## config.mk

```make
export PLATFORM = sky130hd
export DESIGN_NAME = vc_input_queue
export DESIGN_NICKNAME = d
export VERILOG_FILES = /design/src/rtl/noc_pkg.sv /design/src/rtl/vc_fifo.sv /design/src/rtl/vc_input_queue.sv
export SDC_FILE = /design/constraint.sdc
export NUM_CORES = 1
export LEC_CHECK = 0
export ABC_AREA = 1
export BUFFER_PORTS_ARGS = -buffer_cell sky130_fd_sc_hd__buf_4
export CORE_MARGIN = 2
export CORE_UTILIZATION = 30
export DETAILED_ROUTE_END_ITERATION = 8
export MAX_ROUTING_LAYER = met4
export PLACE_DENSITY = 0.49
export SLEW_MARGIN = 40
export SYNTH_ARGS = -nofsm -noshare
export SYNTH_HDL_FRONTEND = slang
export SYNTH_HIERARCHICAL = 1
export SYNTH_SLANG_ARGS = --single-unit
```

## constraint.sdc

```tcl
create_clock -name clk -period 8.9 [get_ports clk]
set_clock_uncertainty 0.1 [all_clocks]
set_input_delay 0.89 -clock clk [delete_from_list [all_inputs] [get_ports clk]]
set_output_delay 0.89 -clock clk [all_outputs]
set_load 0.03 [all_outputs]
```

## src/rtl/noc_pkg.sv

```systemverilog
// ---------------------------------------------------------------------------
// noc_pkg -- shared NoC definitions.
//   iq_state_e    : control FSM encoding for vc_input_queue.
//   vc_idx_width  : bit width needed to index V virtual channels (min 1).
// ---------------------------------------------------------------------------
package noc_pkg;

  typedef enum logic [1:0] {
    ST_IDLE = 2'd0,
    ST_LOAD = 2'd1,
    ST_SEND = 2'd2
  } iq_state_e;

  function automatic int vc_idx_width(input int num_vc);
    return (num_vc > 1) ? $clog2(num_vc) : 1;
  endfunction

endpackage

```

## src/rtl/vc_fifo.sv

```systemverilog
// ---------------------------------------------------------------------------
// vc_fifo -- single-clock FIFO holding one virtual channel's flits.
// Parameters: DATA_WIDTH (entry width), ADDR_WIDTH (log2 depth).
// Ports:
//   clk, rst          clock, synchronous active-high reset
//   wr_en, wr_data    push (caller must not push while full)
//   rd_en, rd_data    pop; rd_data shows the head combinationally
//   empty, full       occupancy flags
// A push to an empty FIFO is visible on rd_data only from the next cycle.
// ---------------------------------------------------------------------------
module vc_fifo #(
  parameter int DATA_WIDTH = 8,
  parameter int ADDR_WIDTH = 2
) (
  input  logic                  clk,
  input  logic                  rst,
  input  logic                  wr_en,
  input  logic [DATA_WIDTH-1:0] wr_data,
  input  logic                  rd_en,
  output logic [DATA_WIDTH-1:0] rd_data,
  output logic                  empty,
  output logic                  full
);

  localparam int DEPTH = 2 ** ADDR_WIDTH;
  localparam logic [ADDR_WIDTH:0]   FULL_CNT = (ADDR_WIDTH + 1)'(DEPTH);
  localparam logic [ADDR_WIDTH:0]   CNT_ONE  = (ADDR_WIDTH + 1)'(1);
  localparam logic [ADDR_WIDTH-1:0] PTR_ONE  = ADDR_WIDTH'(1);

  logic [DATA_WIDTH-1:0] r_mem [DEPTH];
  logic [ADDR_WIDTH-1:0] r_wr_ptr;
  logic [ADDR_WIDTH-1:0] r_rd_ptr;
  logic [ADDR_WIDTH:0]   r_count;

  logic w_push;
  logic w_pop;

  assign empty   = (r_count == '0);
  assign full    = (r_count == FULL_CNT);
  assign w_push  = wr_en;
  assign w_pop   = rd_en && !empty;
  assign rd_data = r_mem[r_rd_ptr];

  // NOTE: non-blocking (<=) for every register so all flops update together
  // at the edge regardless of statement order.
  always_ff @(posedge clk) begin
    if (rst) begin
      r_wr_ptr <= '0;
      r_rd_ptr <= '0;
      r_count  <= '0;
    end else begin
      if (w_push) r_wr_ptr <= r_wr_ptr + PTR_ONE;
      if (w_pop)  r_rd_ptr <= r_rd_ptr + PTR_ONE;
      case ({w_push, w_pop})
        2'b10:   r_count <= r_count + CNT_ONE;
        2'b01:   r_count <= r_count - CNT_ONE;
        default: r_count <= r_count;
      endcase
    end
  end

  // NOTE: storage has no reset; the pointers and count define validity, and
  // leaving the array unreset lets it map onto plain RAM.
  always_ff @(posedge clk) begin
    if (w_push) r_mem[r_wr_ptr] <= wr_data;
  end

endmodule

```

## src/rtl/vc_input_queue.sv

```systemverilog
// ---------------------------------------------------------------------------
// vc_input_queue -- router input port with V virtual-channel FIFOs and a
// three-state (IDLE/LOAD/SEND) issue FSM that serves VCs round-robin and
// holds each flit until every destination port has granted it.
// Parameters: FW flit width, P output ports, V VCs, B log2 slots per VC.
// Ports:
//   clk, rst           clock, synchronous active-high reset
//   flit_in_wr         push strobe for {dest_in, flit_in} into VC vc_in
//   flit_in, vc_in, dest_in
//   flit_rel[V]        one-cycle credit pulse when a VC's head is popped
//   dest_port_req[P]   ports still owed the current flit (0 in IDLE)
//   grant_dest_port[P] grants from the output arbiters
//   flit_to_crossbar   flit being offered (0 in IDLE)
//   vc_active          VC currently being served
//   ovf_err            sticky push-to-full flag, only with the
//                      IQ_OVERFLOW_CHK_EN macro defined
// ---------------------------------------------------------------------------
module vc_input_queue
  import noc_pkg::*;
#(
  parameter int FW = 64,
  parameter int P  = 7,
  parameter int V  = 2,
  parameter int B  = 2
) (
  input  logic                         clk,
  input  logic                         rst,
  input  logic                         flit_in_wr,
  input  logic [FW-1:0]                flit_in,
  input  logic [vc_idx_width(V)-1:0]   vc_in,
  input  logic [P-1:0]                 dest_in,
  output logic [V-1:0]                 flit_rel,
  output logic [P-1:0]                 dest_port_req,
  input  logic [P-1:0]                 grant_dest_port,
  output logic [FW-1:0]                flit_to_crossbar,
  output logic [vc_idx_width(V)-1:0]   vc_active
`ifdef IQ_OVERFLOW_CHK_EN
  ,
  output logic                         ovf_err
`endif
);

  localparam int VW = vc_idx_width(V);
  localparam int EW = P + FW;  // FIFO entry = {dest, flit}

  iq_state_e r_state;
  iq_state_e w_state_next;

  logic [VW-1:0] r_rr_ptr;     // first VC to consider on the next pick
  logic [VW-1:0] r_vc_active;
  logic [FW-1:0] r_flit;
  logic [P-1:0]  r_remaining;  // ports not yet granted for r_flit

  logic [V-1:0]  w_empty;
  logic [V-1:0]  w_full;
  logic [V-1:0]  w_vc_hit;
  logic [V-1:0]  w_wr_en;
  logic [V-1:0]  w_rd_en;
  logic [EW-1:0] w_rd_data [V];
  logic [EW-1:0] w_head;

  logic          w_any;
  logic [VW-1:0] w_sel;
  logic [VW-1:0] w_rr_next;
  logic          w_pop;
  logic [P-1:0]  w_rem_next;

  // -------------------------------------------------------------------------
  // Per-VC FIFOs. Pushes to a full VC are dropped here so the FIFO never sees
  // them and its contents stay intact.
  // -------------------------------------------------------------------------
  for (genvar g = 0; g < V; g++) begin : g_vc
    assign w_vc_hit[g] = (vc_in == VW'(g));
    assign w_wr_en[g]  = flit_in_wr && w_vc_hit[g] && !w_full[g];
    assign w_rd_en[g]  = w_pop && (w_sel == VW'(g));

    vc_fifo #(
      .DATA_WIDTH (EW),
      .ADDR_WIDTH (B)
    ) u_fifo (
      .clk     (clk),
      .rst     (rst),
      .wr_en   (w_wr_en[g]),
      .wr_data ({dest_in, flit_in}),
      .rd_en   (w_rd_en[g]),
      .rd_data (w_rd_data[g]),
      .empty   (w_empty[g]),
      .full    (w_full[g])
    );
  end

  assign w_head = w_rd_data[w_sel];

  // -------------------------------------------------------------------------
  // Round-robin pick. Scanning offsets from farthest to nearest and letting
  // the last hit win yields the first non-empty VC at or after r_rr_ptr.
  // -------------------------------------------------------------------------
  always_comb begin
    int idx;
    // NOTE: every combinational output gets a default before any branch so
    // no path leaves it unassigned and no latch is inferred.
    w_any = |(~w_empty);
    w_sel = '0;
    for (int i = V - 1; i >= 0; i--) begin
      idx = int'(r_rr_ptr) + i;
      if (idx >= V) idx = idx - V;
      if (!w_empty[idx]) w_sel = VW'(idx);
    end
    w_rr_next = (w_sel == VW'(V - 1)) ? '0 : w_sel + VW'(1);
  end

  // -------------------------------------------------------------------------
  // FSM next-state and outputs.
  // -------------------------------------------------------------------------
  always_comb begin
    // NOTE: blocking (=) in combinational logic so later statements see the
    // values assigned above them within the same evaluation.
    w_state_next     = r_state;
    w_pop            = 1'b0;
    flit_rel         = '0;
    dest_port_req    = '0;
    flit_to_crossbar = '0;
    // Grant bits outside r_remaining fall out of the AND and have no effect.
    w_rem_next       = r_remaining & ~grant_dest_port;

    case (r_state)
      ST_IDLE: begin
        if (w_any) begin
          w_pop           = 1'b1;
          flit_rel[w_sel] = 1'b1;
          w_state_next    = ST_LOAD;
        end
      end
      ST_LOAD, ST_SEND: begin
        dest_port_req    = r_remaining;
        flit_to_crossbar = r_flit;
        // A zero dest also lands here: the flit is dropped after one cycle.
        w_state_next     = (w_rem_next == '0) ? ST_IDLE : ST_SEND;
      end
      default: w_state_next = ST_IDLE;
    endcase
  end

  // The head is captured on the popping edge, so in LOAD the hold registers
  // already present the popped flit and its full destination vector.
  always_ff @(posedge clk) begin
    if (rst) begin
      r_state     <= ST_IDLE;
      r_rr_ptr    <= '0;
      r_vc_active <= '0;
      r_flit      <= '0;
      r_remaining <= '0;
    end else begin
      r_state <= w_state_next;
      if (w_pop) begin
        r_vc_active <= w_sel;
        r_rr_ptr    <= w_rr_next;
        r_flit      <= w_head[FW-1:0];
        r_remaining <= w_head[EW-1:FW];
      end else if (r_state != ST_IDLE) begin
        r_remaining <= w_rem_next;
      end
    end
  end

  assign vc_active = r_vc_active;

`ifdef IQ_OVERFLOW_CHK_EN
  always_ff @(posedge clk) begin
    if (rst) begin
      ovf_err <= 1'b0;
    end else if (flit_in_wr && |(w_vc_hit & w_full)) begin
      ovf_err <= 1'b1;
    end
  end
`endif

endmodule

```

==> summary.md, run 1 <==
| Metric | Value |
|---|---|
| Post-synth top area share | `64.39%` |
| CTS Buffer Depth | `3` |
| Final WL | `72010 um` |
| Setup bufs post-CTS | `0` |
| #FFs+latches synth | `661` |
| Initial antenna violation count | `6` |
| Die height | `301.2 um` |
| Total CTS buffers | `72` |
| Clock Latency Late Sink | `620 ps` |
| Post-route cell area | `30760 sq um` |
| Clock transition at path regs | `60 ps` |
| Average size of a mapped cell | `11.47 sq um` |
| Pleak | `0.01178 uW` |
| Min Tclk post-route | `3881 ps` |
| Most Crowded Layer GR | `met2` |
| Fin Setup TNS | `0 ps` |
| Max-Cap Viols | `0` |
| Max_slew headroom | `42.68%` |
| Worst-path fanout max | `57` |
| Share of layout cells above drive strength 1 | `12.10%` |
| Post-Syn Nets | `2405` |
| First-pass GRT wire length | `107300 um` |
| Synth cell types | `27` |
| HP Class | `reg2reg` |
| Synth top cells by count | `568 x edfxtp_1, 438 x nor2_1, 324 x nand2_1` |
| Worst-margin pin slew | `857.9 ps` |
| Sw Share | `33.95%` |
| Wire per inst | `19.79 um` |
| Placed Instance Area | `28470 sq um` |
| Sw Pwr | `3049 uW` |
| First-pass detailed-route iteration total | `5` |
| Dpl hpwl | `39010 um` |
| Post-route antenna net violation count | `0` |
| Utilization after layout | `35.29%` |
| Tcrit/Tclk final | `43.60%` |
| RSZ-0062 raised after global routing | `false` |
| DIE WIDTH | `301.2 um` |
| Post-synth EDFFs | `568` |
| M3 GR Usage | `3.119%` |
| Leading area contributor after synthesis | `edfxtp_1` |
| Part of the power in registers | `41.8%` |
| Startpoint types | `flip-flop` |
| Grt met1 use | `21.14%` |
| CP endpoint kind | `output port` |
| Most common cell in the netlist | `edfxtp_1` |
| Final setup vio count | `0` |
| Mapped Cells | `2310` |
| CTS tree | `yes` |
| Met2 Track Usage GR | `25.74%` |
| Peak supply drop | `0.4033 mV` |
| Fin. Hold Viols | `0` |
| Critical Path AT | `2890 ps` |
| Post-synthesis sequential area ratio | `71.42%` |
| WS Path Type | `reg2out` |
| Async SR Flop Fraction | `0%` |
| Final weighted congestion in routability-driven placement | `0.7463` |
| I/O Buffers | `155` |
| Worst Path Required | `7910 ps` |
| Site row count | `108` |
| Core area | `87160 sq um` |
| Hold_buf cts | `0` |
| H-tree depth | `3` |
| Initial drt markers | `1298` |
| Combinational power share | `26.6%` |
| Initial Util | `30.39%` |
| Clock Tree Root | `clkbuf_16` |
| Commonest register cell after synthesis | `edfxtp_1` |
| IO Count | `156` |
| Vias | `17380` |
| GR Util All Layers | `16.19%` |
| Mapped cell area | `26490 sq um` |
| Post-cts resize count | `0` |
| YS warnings | `6` |
| Vias in the first global route | `17430` |
| DRC | `0` |
| Clock share of power | `31.6%` |
| Area Growth Syn to Fin | `16.12%` |
| Largest net degree at the start of global routing | `143` |
| Final layout net count | `2517` |
| PD cells | `292.0 nW/um^2` |
| Slew Limit Fails | `0` |
| Via density | `4.776` |
| Synth top area cells | `edfxtp_1 64%, dfxtp_1 7.0%, nor2_1 6.2%, o21ai_0 5.1%, nand2_1 4.6%` |
| Clk sink count | `661` |
| Status | `complete, no violations` |
| Hold slack | `365.2 ps` |
| Grt total ovfl | `0` |
| Die area | `90690 sq um` |
| P_int | `5931 uW` |
| Max Clock Freq | `257.7 MHz` |
[power groups by stage]
stage               clock (uW)  sequential [uW]  combinational, uW
finish                    2840             3750               2390
global route              3040             3770               2680
CTS                       2910             3770               2400
detailed placement           0             3840               2390
global placement             0             3830               2350
floorplan                    0             3740               1720
[kinds of logic after synthesis]
kind of cell / count (synthesis) / synth area share, %
AOI/OAI and AO/OA: 469 / 9.550
adders and majority gates: 13 / 0.6707
buffers and inverters: 329 / 6.069
DFF: 661 / 71.42
and+or+nand+nor: 838 / 12.29
[layout by cell type, fill, tap and decap left out, types with 26 or more instances in the layout]
master and n:
a21oi_1 26, buf_4 164, clkbuf_16 74, dfxtp_1 89
edfxtp_1 568, inv_1 177, nand2_1 324, nand3_1 70
nor2_1 438, o21ai_0 269, o21ai_1 30, o22ai_1 142
[cell type report]
type / count / area (sq um)
sequential: 661 / 18930
tap: 1155 / 1445
clock inverter: 37 / 269.0
clock buffer: 94 / 1977
multi-input combinational: 1320 / 5977
inverter: 192 / 767.0
fill: 8585 / 56400
timing repair buffer: 175 / 1381
antenna: 4 / 10.01
[through the flow]
step                      total power, uW  std cells  worst slack, ps
after global placement               6176       3501             5239
after floorplan                      5460       2310             5627
after global routing                 9494       3638             4792
final                                8980       3638             5019
after CTS                            9082       3633             4732
after detailed placement             6226       3502             5116
[worst max-delay path, stage by stage, from the launching register on]
cell      delay [ps]
dfxtp_1          340
nor2_1           120
nand2_1          100
inv_1             80
nor2_1            60
nor2_4           440
buf_6            590
clkinv_2         160
nand2_2          130
inv_1             60
buf_4            170
[state kept, by name, indices dropped and copies added, names as in the netlist, named ones only]
name / flops
g_vc.u_fifo/r_mem: 568
r_flit: 64
r_remaining: 7
g_vc.u_fifo/r_count: 6
g_vc.u_fifo/r_rd_ptr: 4
g_vc.u_fifo/r_wr_ptr: 4
r_state: 2
r_rr_ptr: 1
vc_active: 1
[per-layer routing]
metal,vias up,part of all wire (%)
li1,8188,-
met1,8633,46
met2,464,47
met3,91,5.7
met4,0,1.6
met5,-,0
[final timing paths]
kind         depth (start not counted)  slack (ps)                       from                        end
min                                  2         370                   r_rr_ptr                   r_rr_ptr
max reg2reg                         19        5340  g_vc[0].u_fifo/r_count[1]  g_vc[1].u_fifo/r_count[2]
max                                 10        5020  g_vc[0].u_fifo/r_count[1]                flit_rel[0]
min reg2reg                          2         370                   r_rr_ptr                   r_rr_ptr
Power figures use the tool's default switching activity.
==> run 2, diff against run 1 <==
==> constraint.sdc (replaced) <==
create_clock -name clk -period 3.7 [get_ports clk]
set_clock_uncertainty 0.1 [all_clocks]
set_input_delay 0.37 -clock clk [delete_from_list [all_inputs] [get_ports clk]]
set_output_delay 0.37 -clock clk [all_outputs]
set_load 0.03 [all_outputs]
==> run 2 against run 1 <==
Against the previous run: hold slack worse by 250 ps; sequential power up 140%; die area unchanged; routed wire length up 4.6%; clock power rose to 2.6 times the previous value; non-clock buffer count up 88; clock-buffer cell count up 11; power up 150%; sequential cell count unchanged; largest power group unchanged.
==> summary.md, run 2 (same netlist as run 1, synthesis figures left out) <==
| Metric | Value |
|---|---|
| Status | `complete, no violations` |
| DRC | `0 (unchanged)` |
| Die area | `90690 sq um (unchanged)` |
| Max Clock Freq | `344.1 MHz` |
| Final WL | `75280 um (+4.6%)` |
| Initial drt markers | `1442 (+11%)` |
| Wire length on met3 | `4593 um (+12%)` |
| Die height | `301.2 um (unchanged)` |
| First-pass detailed-route iteration total | `6 (+1)` |
| Min Tclk post-route | `2906 ps` |
| CP endpoint kind | `output port` |
| Commonest non-fill, non-tap cell in the layout | `edfxtp_1` |
| First-pass GRT wire length | `111800 um (+4.2%)` |
| I/O Buffers | `155 (unchanged)` |
| CP max-delay cell | `ha_4` |
| Site row count | `108 (unchanged)` |
| Critical Path AT | `2440 ps (-450 ps)` |
| Fin. Hold Viols | `0 (unchanged)` |
| Vias | `17870 (+2.9%)` |
| Via density | `4.791 (+0.30%)` |
| Max-Cap Viols | `0 (unchanged)` |
| Biggest regs | `g_vc.u_fifo/r_mem x568, r_flit x64, r_remaining x7` |
| Most frequent cells in the layout | `568 x edfxtp_1, 438 x nor2_1, 324 x nand2_1, 269 x o21ai_0, 178 x buf_4` |
| Setup bufs post-CTS | `0 (unchanged)` |
| Grt total ovfl | `0 (unchanged)` |
| Clock Tree Root | `clkbuf_16` |
| WS Path Type | `reg2out` |
| Critical path cell sequence | `inv_1 -> ha_4 -> buf_16 -> buf_4 -> nand2_1 -> inv_1 -> buf_4` |
| Top sig layer | `met4` |
| Most flops, register | `g_vc.u_fifo/r_mem` |
| Placed Instance Area | `28680 sq um (+0.72%)` |
| Slew Limit Fails | `0 (unchanged)` |
| Final weighted congestion in routability-driven placement | `0.7573 (+1.5%)` |
| Clk sink count | `661 (unchanged)` |
| Final setup vio count | `0 (unchanged)` |
| Peak supply drop | `0.8658 mV (+110%)` |
| Post-route antenna net violation count | `0 (unchanged)` |
| Total CTS buffers | `74 (+2.8%)` |
| RSZ-0062 raised after global routing | `false` |
| Hold slack | `115.6 ps (-249.7 ps)` |
| HP Class | `in2reg` |
| GR Util All Layers | `16.96% (+0.77 points)` |
| Post-route cell area | `31870 sq um (+3.6%)` |
| Share of layout cells above drive strength 1 | `12.61% (+0.51 points)` |
| WL met1 | `34290 um (+4.6%)` |
| Number of flip-flops in the largest register | `568 (unchanged)` |
| Worst-margin pin slew | `832.3 ps (-25.66 ps)` |
| Clock transition at path regs | `60 ps (about the same)` |
| PD cells | `696.0 nW/um^2 (+140%)` |
| Initial antenna violation count | `7 (+1)` |
| Startpoint types | `flip-flop` |
| Initial Util | `30.39% (unchanged)` |
| Tcrit/Tclk final | `78.54%` |
| Area Growth Syn to Fin | `20.32%` |
| Clock Latency Late Sink | `610 ps (about the same)` |
| IO Count | `156 (unchanged)` |
| Total power | `22180 uW (+150%)` |
| Filler cells | `8535 (-0.58%)` |
| Core area | `87160 sq um (unchanged)` |
| Max_slew headroom | `44.51% (+1.8 points)` |
| Dpl hpwl | `40290 um (+3.3%)` |
| Pleak | `0.01227 uW (+4.2%)` |
| Vias in the first global route | `17560 (+0.75%)` |
| DIE WIDTH | `301.2 um (unchanged)` |
| Worst Path Required | `3230 ps (-4680 ps)` |
| Worst-path fanout max | `37 (-35%)` |
| Fin Setup TNS | `0 ps (unchanged)` |
| CTS tree | `yes` |
| Largest net degree at the start of global routing | `143 (unchanged)` |
| Metal2 WL | `35240 um (+3.7%)` |
| Wire per inst | `20.18 um (+1.9%)` |
| H-tree depth | `3 (unchanged)` |
| Final layout net count | `2607 (+3.6%)` |
| CP peak stage delay | `640 ps (+50 ps)` |
| Post-cts resize count | `0 (unchanged)` |
| CTS Buffer Depth | `3 (unchanged)` |
run 2: cell count changes in the layout (fill, tap and decap cells not counted), moves of 3 or more:
| cell | delta |
|---|---|
| dlygate4sd3_1 | +71 |
| buf_4 | +14 |
| buf_12 | +8 |
| buf_6 | -7 |
| clkinv_1 | -7 |
| clkbuf_8 | +5 |
| clkbuf_1 | +3 |
| clkbuf_16 | +3 |
run 2: final timing paths:
kind	depth (start not counted)	startpoint	slack, ps	to
setup / recovery	7	r_state[1]	790	flit_to_crossbar[20]
hold reg to reg	2	vc_active	370	vc_active
setup reg to reg	6	g_vc[0].u_fifo/r_count[2]	1100	g_vc[0].u_fifo/r_mem[0][55]
hold / removal	6	grant_dest_port[5]	120	r_remaining[5]
run 2: stage by stage:
stage / utilization (%) / cells / setup slack, ps
after floorplan: - / 2310 / 913.1
after global placement: 32.90 / 3518 / 1004
after detailed placement: 32.91 / 3518 / 1042
after CTS: 36.48 / 3723 / 657.7
after global routing: 36.57 / 3730 / 641.9
final: 36.57 / 3731 / 794.1
run 2: report_power, final:
| part | internal (uW) | switching (uW) | total (uW) |
|---|---|---|---|
| combinational | 1720 | 4240 | 5970 |
| sequential | 8670 | 300 | 8970 |
| clock | 4360 | 2890 | 7250 |
| total | 14700 | 7440 | 22200 |
run 2: worst max-delay path, delay by kind of cell (launching register included):
family | cells | cell delay [ps]
buf+inv | 5 | 750
fa+ha+maj | 1 | 640
flops | 1 | 330
simple gates | 1 | 80
run 2: repair_timing:
action,4_1_cts,5_1_grt
setup endpoints to repair,0,0
hold buffers,71,0
endpoints found under the hold margin,568,0
run 2: area by class of cell:
cell class              count  area, sq um  area share [%]
flip-flops and latches    661        18930           59.40
multi-input cells        1320         5977           18.75
repair buffers            263         2333           7.321
inverters                 192        762.0           2.391
clock inverters            29        275.3          0.8636
clock buffers             105         2132           6.689
well taps                1155         1445           4.534
diodes                      6        15.01         0.04711
run 2: metal layers:
layer / global-route usage, % / vias up
li1: - / 8377
met4: 4.193 / 0
met5: - / -
met3: 2.615 / 89
met2: 26.66 / 500
met1: 22.99 / 8908
